**config.mk**
```make
export PLATFORM = sky130hd
export DESIGN_NAME = mnist_ctrl_fsm
export DESIGN_NICKNAME = d
export VERILOG_FILES = /design/src/rtl/mnist_pkg.sv /design/src/rtl/mnist_edge_det.sv /design/src/rtl/mnist_ctrl_fsm.sv
export SDC_FILE = /design/constraint.sdc
export NUM_CORES = 1
export LEC_CHECK = 0
export CORE_ASPECT_RATIO = 1.5
export CORE_MARGIN = 3
export CORE_UTILIZATION = 30
export CTS_BUF_LIST = sky130_fd_sc_hd__clkbuf_8
export CTS_CLUSTER_DIAMETER = 120
export CTS_CLUSTER_SIZE = 10
export DETAILED_ROUTE_END_ITERATION = 16
export PLACE_DENSITY = 0.54
export SLEW_MARGIN = 40
export SYNTH_ARGS = -nofsm -noshare
export SYNTH_HDL_FRONTEND = slang
export SYNTH_SLANG_ARGS = --single-unit
```
**constraint.sdc**
```tcl
create_clock -name clk -period 2.1 [get_ports clk]
set_input_delay 0.42 -clock clk [delete_from_list [all_inputs] [get_ports clk]]
set_output_delay 0.42 -clock clk [all_outputs]
set_load 0.05 [all_outputs]
```
**src/rtl/mnist_pkg.sv**
```systemverilog
// Shared constants, state encoding and output decode for the MNIST 784-32-10 sequencer.
// Latency: n/a (package only).
// Backpressure: n/a (package only).
//
// Contents:
//   IMG_SIZE / HID_SIZE / OUT_SIZE  network dimensions
//   RELU_CYCLES                     default ReLU hold length
//   LSEL_*                          layer_sel encodings
//   state_t                         sequencer state enum (3-bit)
//   ctrl_t / decode_ctrl()          per-state strobe decode
package mnist_pkg;

  // Network dimensions.
  localparam int IMG_SIZE    = 784;
  localparam int HID_SIZE    = 32;
  localparam int OUT_SIZE    = 10;
  localparam int RELU_CYCLES = 2;

  // Counter widths. Both are sized to hold IMG_SIZE-1 (783).
  localparam int ROW_W = 10;
  localparam int CNT_W = 10;

  // layer_sel encodings seen by the memory controller.
  localparam logic [1:0] LSEL_NONE = 2'd0;  // IDLE / LOAD / DONE
  localparam logic [1:0] LSEL_L1   = 2'd1;  // layer-1 sweep
  localparam logic [1:0] LSEL_L2   = 2'd2;  // ReLU and layer-2 sweep
  localparam logic [1:0] LSEL_MAX  = 2'd3;  // argmax capture

  typedef enum logic [2:0] {
    ST_IDLE = 3'd0,
    ST_LOAD = 3'd1,
    ST_L1   = 3'd2,
    ST_RELU = 3'd3,
    ST_L2   = 3'd4,
    ST_MAX  = 3'd5,
    ST_DONE = 3'd6
  } state_t;

  // All single-cycle control outputs, registered together as one word.
  typedef struct packed {
    logic       done;
    logic       busy;
    logic [1:0] layer_sel;
    logic       mac_en_l1;
    logic       mac_clr_l1;
    logic       mac_en_l2;
    logic       mac_clr_l2;
    logic       load_img;
    logic       comp_l1;
    logic       apply_relu;
    logic       comp_l2;
    logic       find_max;
  } ctrl_t;

  // Pure decode of a state into its strobes. Only one phase strobe is ever
  // set per state, and the clears are tied to LOAD while the enables are
  // tied to the compute states, so mac_en/mac_clr can never overlap.
  function automatic ctrl_t decode_ctrl(input state_t s);
    ctrl_t c;
    c = '0;
    case (s)
      ST_LOAD: begin
        c.busy       = 1'b1;
        c.layer_sel  = LSEL_NONE;
        c.load_img   = 1'b1;
        c.mac_clr_l1 = 1'b1;
        c.mac_clr_l2 = 1'b1;
      end
      ST_L1: begin
        c.busy      = 1'b1;
        c.layer_sel = LSEL_L1;
        c.comp_l1   = 1'b1;
        c.mac_en_l1 = 1'b1;
      end
      ST_RELU: begin
        c.busy       = 1'b1;
        c.layer_sel  = LSEL_L2;
        c.apply_relu = 1'b1;
      end
      ST_L2: begin
        c.busy      = 1'b1;
        c.layer_sel = LSEL_L2;
        c.comp_l2   = 1'b1;
        c.mac_en_l2 = 1'b1;
      end
      ST_MAX: begin
        c.busy      = 1'b1;
        c.layer_sel = LSEL_MAX;
        c.find_max  = 1'b1;
      end
      ST_DONE: begin
        c.done = 1'b1;
      end
      default: c = '0;
    endcase
    return c;
  endfunction

endpackage

```
**src/rtl/mnist_edge_det.sv**
```systemverilog
// Rising-edge detector for the level-sensitive start input.
// Latency: rise is combinational from sig against a 1-cycle delayed copy.
// Backpressure: none; the consumer decides whether to act on rise.
//
// Ports:
//   clk   system clock, rising edge
//   rst   asynchronous active-low reset (clears the history bit)
//   sig   level input being watched
//   rise  sig & ~sig_q
module mnist_edge_det (
  input  logic clk,
  input  logic rst,
  input  logic sig,
  output logic rise
);

  logic sig_q;

  // History clears to 0, so a sig already high when reset releases is
  // reported as an edge on the first clock.
  always_ff @(posedge clk or negedge rst) begin
    if (!rst) begin
      sig_q <= 1'b0;
    end else begin
      sig_q <= sig;
    end
  end

  assign rise = sig & ~sig_q;

endmodule

```
**src/rtl/mnist_ctrl_fsm.sv**
```systemverilog
// Central sequencer: LOAD -> L1 sweep -> RELU -> L2 sweep -> MAX -> DONE.
// Latency: LOAD one cycle after the start edge is sampled; DONE 820 cycles after LOAD.
// Backpressure: none; start edges arriving while busy are dropped.
//
// Ports:
//   clk, rst        clock (rising edge), asynchronous active-low reset
//   start           level input; only a rising edge launches an inference
//   done, busy      status (DONE state / LOAD..MAX)
//   layer_sel       0 idle/load/done, 1 L1, 2 RELU/L2, 3 MAX
//   row_idx         weight row of the current sweep, 0 otherwise
//   mac_en_l*/mac_clr_l*  accumulator enable/clear strobes
//   load_img, comp_l1, apply_relu, comp_l2, find_max  one-hot phase strobes
//   cycle_cnt       busy-cycle counter, saturating, held while idle/done
module mnist_ctrl_fsm #(
  parameter int IMG_SIZE    = mnist_pkg::IMG_SIZE,
  parameter int HID_SIZE    = mnist_pkg::HID_SIZE,
  parameter int RELU_CYCLES = mnist_pkg::RELU_CYCLES
) (
  input  logic        clk,
  input  logic        rst,
  input  logic        start,
  output logic        done,
  output logic        busy,
  output logic [1:0]  layer_sel,
  output logic [9:0]  row_idx,
  output logic        mac_en_l1,
  output logic        mac_clr_l1,
  output logic        mac_en_l2,
  output logic        mac_clr_l2,
  output logic        load_img,
  output logic        comp_l1,
  output logic        apply_relu,
  output logic        comp_l2,
  output logic        find_max,
  output logic [9:0]  cycle_cnt
);

  import mnist_pkg::*;

  // Phase counter only has to span the ReLU hold.
  localparam int PH_W = (RELU_CYCLES > 1) ? $clog2(RELU_CYCLES) : 1;

  localparam logic [ROW_W-1:0] ROW_L1_LAST = ROW_W'(IMG_SIZE - 1);
  localparam logic [ROW_W-1:0] ROW_L2_LAST = ROW_W'(HID_SIZE - 1);
  localparam logic [PH_W-1:0]  PH_LAST     = PH_W'(RELU_CYCLES - 1);

  state_t            state_q, state_d;
  logic [ROW_W-1:0]  row_q, row_d;
  logic [PH_W-1:0]   ph_q, ph_d;
  logic [CNT_W-1:0]  cnt_q, cnt_d;
  ctrl_t             ctrl_q;

  logic start_rise;
  logic launch;

  mnist_edge_det u_start_edge (
    .clk  (clk),
    .rst  (rst),
    .sig  (start),
    .rise (start_rise)
  );

  // busy comes from the registered decode, so it reflects the state
  // currently being executed.
  assign launch = start_rise & ~ctrl_q.busy;

  // Next state and next counter values.
  always_comb begin
    state_d = state_q;
    row_d   = row_q;
    ph_d    = ph_q;
    cnt_d   = cnt_q;

    case (state_q)
      ST_IDLE, ST_DONE: begin
        if (launch) begin
          state_d = ST_LOAD;
          row_d   = '0;
        end
      end
      ST_LOAD: begin
        state_d = ST_L1;
        row_d   = '0;
      end
      ST_L1: begin
        if (row_q == ROW_L1_LAST) begin
          state_d = ST_RELU;
          row_d   = '0;
          ph_d    = '0;
        end else begin
          row_d = row_q + ROW_W'(1);
        end
      end
      ST_RELU: begin
        // row stays 0 here; the phase counter times the hold instead.
        if (ph_q == PH_LAST) begin
          state_d = ST_L2;
          row_d   = '0;
          ph_d    = '0;
        end else begin
          ph_d = ph_q + PH_W'(1);
        end
      end
      ST_L2: begin
        if (row_q == ROW_L2_LAST) begin
          state_d = ST_MAX;
          row_d   = '0;
        end else begin
          row_d = row_q + ROW_W'(1);
        end
      end
      ST_MAX: begin
        state_d = ST_DONE;
        row_d   = '0;
      end
      default: begin
        state_d = ST_IDLE;
        row_d   = '0;
        ph_d    = '0;
      end
    endcase

    // cycle_cnt is 0 in the LOAD cycle itself and counts every cycle after
    // while the current state is busy; the MAX->DONE step therefore lands
    // on 1 + IMG_SIZE + RELU_CYCLES + HID_SIZE + 1.
    if (state_d == ST_LOAD) begin
      cnt_d = '0;
    end else if (ctrl_q.busy && (cnt_q != '1)) begin
      cnt_d = cnt_q + CNT_W'(1);
    end
  end

  // Single state register. Outputs are decoded from the next state and
  // registered alongside it, so they are valid in the same cycle as the
  // state they describe.
  always_ff @(posedge clk or negedge rst) begin
    if (!rst) begin
      state_q <= ST_IDLE;
      row_q   <= '0;
      ph_q    <= '0;
      cnt_q   <= '0;
      ctrl_q  <= '0;
    end else begin
      state_q <= state_d;
      row_q   <= row_d;
      ph_q    <= ph_d;
      cnt_q   <= cnt_d;
      ctrl_q  <= decode_ctrl(state_d);
    end
  end

  assign done       = ctrl_q.done;
  assign busy       = ctrl_q.busy;
  assign layer_sel  = ctrl_q.layer_sel;
  assign mac_en_l1  = ctrl_q.mac_en_l1;
  assign mac_clr_l1 = ctrl_q.mac_clr_l1;
  assign mac_en_l2  = ctrl_q.mac_en_l2;
  assign mac_clr_l2 = ctrl_q.mac_clr_l2;
  assign load_img   = ctrl_q.load_img;
  assign comp_l1    = ctrl_q.comp_l1;
  assign apply_relu = ctrl_q.apply_relu;
  assign comp_l2    = ctrl_q.comp_l2;
  assign find_max   = ctrl_q.find_max;
  assign row_idx    = row_q;
  assign cycle_cnt  = cnt_q;

endmodule

```
# == Word level (Yosys, flattened, before mapping) ==
# Index checks and enable logic that the tools add are counted.
# totals
in_bits,3
output_inout_bits,33
register_bits,36
# classes
reduce_logical,8
eq_ne,18
n_mux,23
n_bitwise,5
n_addsub,3
# op_table
operator,count
$mux 10,6
$pmux 10 s4,1
$add 10x1->10 const B,2
$eq 3x3->1 const B,6
$pmux 3 s6,1
$eq 3x2->1 const B,4
$mux 3,4
$pmux 3 s4,1
$eq 10x10->1 const B,1
$eq 10x5->1 const B,1
$ne 10x10->1 const B,1
$mux 1,8
$eq 3x1->1 const B,2
$ne 2x2->1 const B,3
$reduce_or 5->1,1
$reduce_and 2->1,2
$reduce_or 2->1,2
$logic_not 3->1,1
$not 1->1,3
$pmux 1 s3,1
$and 1x1->1,2
$mux 2,1
$reduce_bool 2->1,1
$add 1x1->1 const B,1
$logic_and 1x1->1,1

# == Longest topological paths before layout ==
# Gate-level depths: netlist of run 1.
# logic_depth
ltp_word,8
depth_mapped,7
mapped_depth_nobuf,6

# == By module ==
# Synthesis of run 1 repeated with hierarchy kept, for this count alone.
# hier_totals
hier_cells,183
hier_area_um2,1849.3
# modules_own_cells
mod,cells_each,area_each_um2,n_inst
mnist_ctrl_fsm,181,1810.5,1
mnist_edge_det,2,38.8,1

# == Worst setup path before layout of run 1 ==
# Ideal clock, no wire load.
# synth_path
path_type,register to register
startpoint,register row_q[0] (netlist: row_idx[0])
endpoint,register cnt_q[8] (netlist: cycle_cnt[8])
arrival_ns,1.861
path_buffers,1
setup_time_ns,0.124
period_less_slack_ns,1.985
path_slack_ns,0.115
path_stages_with_launch,7
path_cell_list,dfrtp_1 -> ha_1 -> nand3_1 -> or2_4 -> o21ai_2 -> buf_6 -> a21oi_1
# synth_between
elab_chain_cells,5
word_cells_on_any_way,8
cone_classes,3 x eq/ne; 4 x mux; 1 x reduce/logical
# synth_lines
element,line,source
"start, declared",mnist_ctrl_fsm.sv:48,"logic [ROW_W-1:0] row_q, row_d;"
"start signal, assigned",mnist_ctrl_fsm.sv:145,row_q <= row_d;
$eq 10x5->1 / $eq 10x10->1 (equally long branches),"mnist_ctrl_fsm.sv:105, mnist_ctrl_fsm.sv:86",
"$mux 3, on equally long branches","mnist_ctrl_fsm.sv:105, mnist_ctrl_fsm.sv:86",
$pmux 3 s6 *,mnist_ctrl_fsm.sv:74,case (state_q)
$eq 3x1->1 *,mnist_ctrl_fsm.sv:126,if (state_d == ST_LOAD) begin
$mux 10 / $reduce_bool 2->1 (equally long branches),-,
"end signal, assigned",mnist_ctrl_fsm.sv:147,cnt_q <= cnt_d;
"end, declared",mnist_ctrl_fsm.sv:50,"logic [CNT_W-1:0] cnt_q, cnt_d;"
# Every way passes the cells marked *; elsewhere a longest branch is shown, timed or not.
# A chain may end at the register's enable or synchronous reset.

# == Worst setup path after layout of run 1 ==
# layout_path
startpoint,register row_q[3] (netlist: row_idx[3])
endpoint,output row_idx[3]
# layout_lines
element,line,source
"end, declared",mnist_ctrl_fsm.sv:25,"output logic [9:0] row_idx,"
# No word-level cell between the ends.

==> qor_table.md, run 1 <==
| Metric | This run |
|---|---|
| Min Tclk post-route | 2010 ps |
| Worst Reg-to-Reg Cells | 5 |
| DP Worst Slack | 22.9 ps |
| Top delay family on crit path | buffers and inverters |
| Syn_area_per_cell | 9.63 um^2 |
| Critical Setup Path Class | flop to primary output |
| Yosys warning count | 0 |
| Initial standard-cell utilization of the core | 31.7% |
| Part of the total power dissipated in the clock network | 16.0% |
| Area share of the largest cell type after synthesis | 45.1% |
| Leading cell type in the layout, fill and taps excluded | sky130_fd_sc_hd__dfrtp_1 |
| Vias per Instance | 5.36 |
| DRC viols | 0 |
| Count of endpoints failing hold in the final timing report | 0 |
| Post-route standard cell area excluding fillers | 0.00247 mm^2 |
| Static leakage | 1.09 nW |
| Buffers plus inverters on the worst setup path | 1 |
| Outcome | finished clean |
| Worst EP required | 1680 ps |
| Unrepaired setup endpoints after global routing | false |
| H-tree level count | 2 |
| Flip-flop cell with the highest count after synthesis | sky130_fd_sc_hd__dfrtp_1 |
| Kind of capture point of the worst setup path | primary output |
| Switching power summed over all nets | 1.41 mW |
| Worst-Skew Late Latency | 280 ps |
| Combinational power share | 52.8% |
| Worst hold-check path type | primary input to asynchronous set/reset pin |
| Maximum clock skew at final layout | 4.84 ps |
| Chip Height | 103 um |
| Peak fanout along the critical path | 8 |
| Final setup viols | 0 |
| Mapped Nets | 202 |
| Clock-pin slew of the registers on the worst-case setup and hold paths | 70 ps |
| Stages on worst setup path | 1 |
| Area added between synthesis and finish | 31.2% |
| All-layer global routing usage | 13.6% |
| Fill cell instance count of the final layout | 637 |
| Cell Area, Placed | 0.00238 mm^2 |
| Critical-path cell with the highest stage delay | sky130_fd_sc_hd__clkdlybuf4s50_1 |
| Final Worst Setup Slack | 94.2 ps |
| Sequential fraction of design power | 31.2% |
| Total wirelength of the detailed-routed design | 4.52 mm |
| Total standard cell area after synthesis | 0.00189 mm^2 |
| Routed Antenna Nets | 0 |
| Pwr/cell area | 1230 mW/mm^2 |
| CTS sink cnt | 34 |
| Maximum single-stage delay on the critical path | 850 ps |
| Setup Total Neg Slack | 0 ps |
| Cts hold-fix bufs | 0 |
| Final clock period utilization by the worst path | 95.5% |
| Worst-case vdd ir drop | 538 uV |
| Vias after detailed routing | 1,705 |
| Total chip power | 3.03 mW |
| Seq/Total Area, Yosys | 45.1% |
| Register area | 851 um^2 |
| Final count of pins violating max slew | 0 |
| Number of rows created at floorplan | 34 |
| Layout cells sized above 1 | 15.9% |
| Number of enable-type register cells in the synthesized netlist | 0 |
| Cell Int Power | 1.62 mW |
| Average wire length per cell after detail routing | 14.2 um |
| Number of antenna diodes | 0 |
| I/O Buffers | 35 |
| TritonCTS Buffers | 5 |
| Number of global-route vias before repair | 1,660 |
| Synth area leaders | sky130_fd_sc_hd__dfrtp_1 45%, sky130_fd_sc_hd__nand2_1 4.0%, sky130_fd_sc_hd__o21ai_0 3.7%, sky130_fd_sc_hd__mux2i_1 3.2%, sky130_fd_sc_hd__a21oi_1 2.9% |
| CP Launch Type | flop |
| Post-synthesis instance total | 196 |
| Drt first pass iters | 4 |
| HPWL reported at the end of detailed placement | 3.46 mm |
| Root buffer selected by CTS | sky130_fd_sc_hd__clkbuf_8 |
| Count of routing violations after the opening detailed-route iteration | 69 |
| Total Nets Final | 251 |
| Transition time of the tightest slew-check pin | 556 ps |
| Area of the core region | 0.00596 mm^2 |
| Number of I/O pins | 36 |
| Most used cells in the layout excluding fill and tap cells | 34 x sky130_fd_sc_hd__dfrtp_1, 30 x sky130_fd_sc_hd__clkdlybuf4s50_1, 21 x sky130_fd_sc_hd__buf_4 |
| Data arrival time of the critical path | 1590 ps |
| Total gr overflow | 0 |
| Die outline area | 0.00730 mm^2 |
| Count of max-cap constraint violations | 0 |
| Number of buffers on the longest clock path | 2 |
| Maximum clock frequency | 499 MHz |
| Maximum number of pins on one net before global-route repair | 35 |
| Antenna violations before repair | 0 |
| Switching share of power | 46.4% |
| Clock tree from TritonCTS | built |
| Tightest hold margin | 548 ps |
| First-pass GRT wire length | 7.93 mm |
| #FFs+latches synth | 34 |
| Chip width | 70.8 um |
| Yosys cell types | 52 |
| Fraction of registers with async set or reset after synthesis | 100% |
| Area of the multi-input gates | 937 um^2 |
| Slew headroom | 62.6% |
| Chain of cells forming the critical path | clkdlybuf4s50_1 |
| Library cell occupying the most area in the post-synthesis netlist | sky130_fd_sc_hd__dfrtp_1 |
| Gpl congestion | 0.849 |
## metrics by stage
stage / util, % / instances
final: 41.6 / 318
after global routing: 41.6 / 318
after CTS: 41.5 / 318
after detailed placement: 39.9 / 310
after global placement: 39.9 / 310
after floorplan: - / 196
## power groups by stage
stage / Clock, mW / Sequential (mW) / Combinational [mW]
after floorplan: 0 / 1.29 / 0.776
after global placement: 0 / 0.955 / 1.60
after detailed placement: 0 / 0.963 / 1.61
after CTS: 0.504 / 0.948 / 1.62
after global routing: 0.532 / 0.976 / 1.74
final: 0.485 / 0.946 / 1.60
## kinds of logic (layout without fill, tap and decap cells)
family,after synthesis,count (layout),synth area share (%)
AO/OA/AOI/OAI,53,53,19.0
XOR/XNOR,4,4,1.86
adder cells (fa/ha/maj),3,3,1.99
multiplexers,6,6,3.18
buffers and inverters,17,67,5.24
AND/OR/NAND/NOR,79,79,23.6
flip-flops,34,34,45.1
## cell type report
type / instances / area share (%)
clock buffers: 6 / 3.34
clock inverters: 2 / 0.354
inverters: 6 / 0.910
multi-input cells: 145 / 37.9
flip-flops and latches: 34 / 34.4
well taps: 72 / 3.64
repair buffers: 53 / 19.5
## cell usage after synthesis (4+ instances only)
cell type / n
sky130_fd_sc_hd__nand3_1: 10
sky130_fd_sc_hd__o21ai_0: 14
sky130_fd_sc_hd__o211ai_1: 5
sky130_fd_sc_hd__or3_1: 5
sky130_fd_sc_hd__dfrtp_1: 34
sky130_fd_sc_hd__nand2_1: 20
sky130_fd_sc_hd__buf_2: 4
sky130_fd_sc_hd__nor2_1: 9
sky130_fd_sc_hd__inv_1: 6
sky130_fd_sc_hd__nand4_1: 6
sky130_fd_sc_hd__a21oi_1: 11
sky130_fd_sc_hd__mux2i_1: 6
sky130_fd_sc_hd__buf_4: 6
## state kept, by name (all words and copies together), names as in the netlist, 2 cells and up
| register | cells |
|---|---|
| cycle_cnt | 10 |
| row_idx | 10 |
| state_q | 3 |
| layer_sel | 2 |
## layer usage
layer / global-route usage, % / wire length, um
met2: 25.0 / 2450
met5: 0 / 0
met3: 2.73 / 197
met1: 15.5 / 1780
met4: 5.07 / 90
## what timing repair did
item,in CTS,in global routing
endpoints found under the hold margin,0,0
buffers inserted,0,0
setup endpoints to repair,0,2
resized for setup,0,2
## path summary, 6_finish.rpt
path / startpoint / to / slack, ps
min in group clk: ph_q / ph_q / 550
setup reg to reg: state_q[2] / cycle_cnt[5] / 220
hold reg to reg: ph_q / ph_q / 550
max in group asynchronous: rst / cycle_cnt[8] / 1250
setup / recovery: row_idx[3] / row_idx[3] / 90
hold / removal: rst / find_max / 550
Note: power is estimated with default switching activity, not from simulation.
==> run 2: changes to the inputs <==
--- a/config.mk
+++ b/config.mk
@@ -13,7 +13,6 @@
 export CTS_CLUSTER_SIZE = 10
 export DETAILED_ROUTE_END_ITERATION = 16
 export PLACE_DENSITY = 0.54
-export SLEW_MARGIN = 40
 export SYNTH_ARGS = -nofsm -noshare
 export SYNTH_HDL_FRONTEND = slang
 export SYNTH_SLANG_ARGS = --single-unit
==> results of run 2 <==
Same layout as run 1: the final DEF is identical, and so are final timing and power.
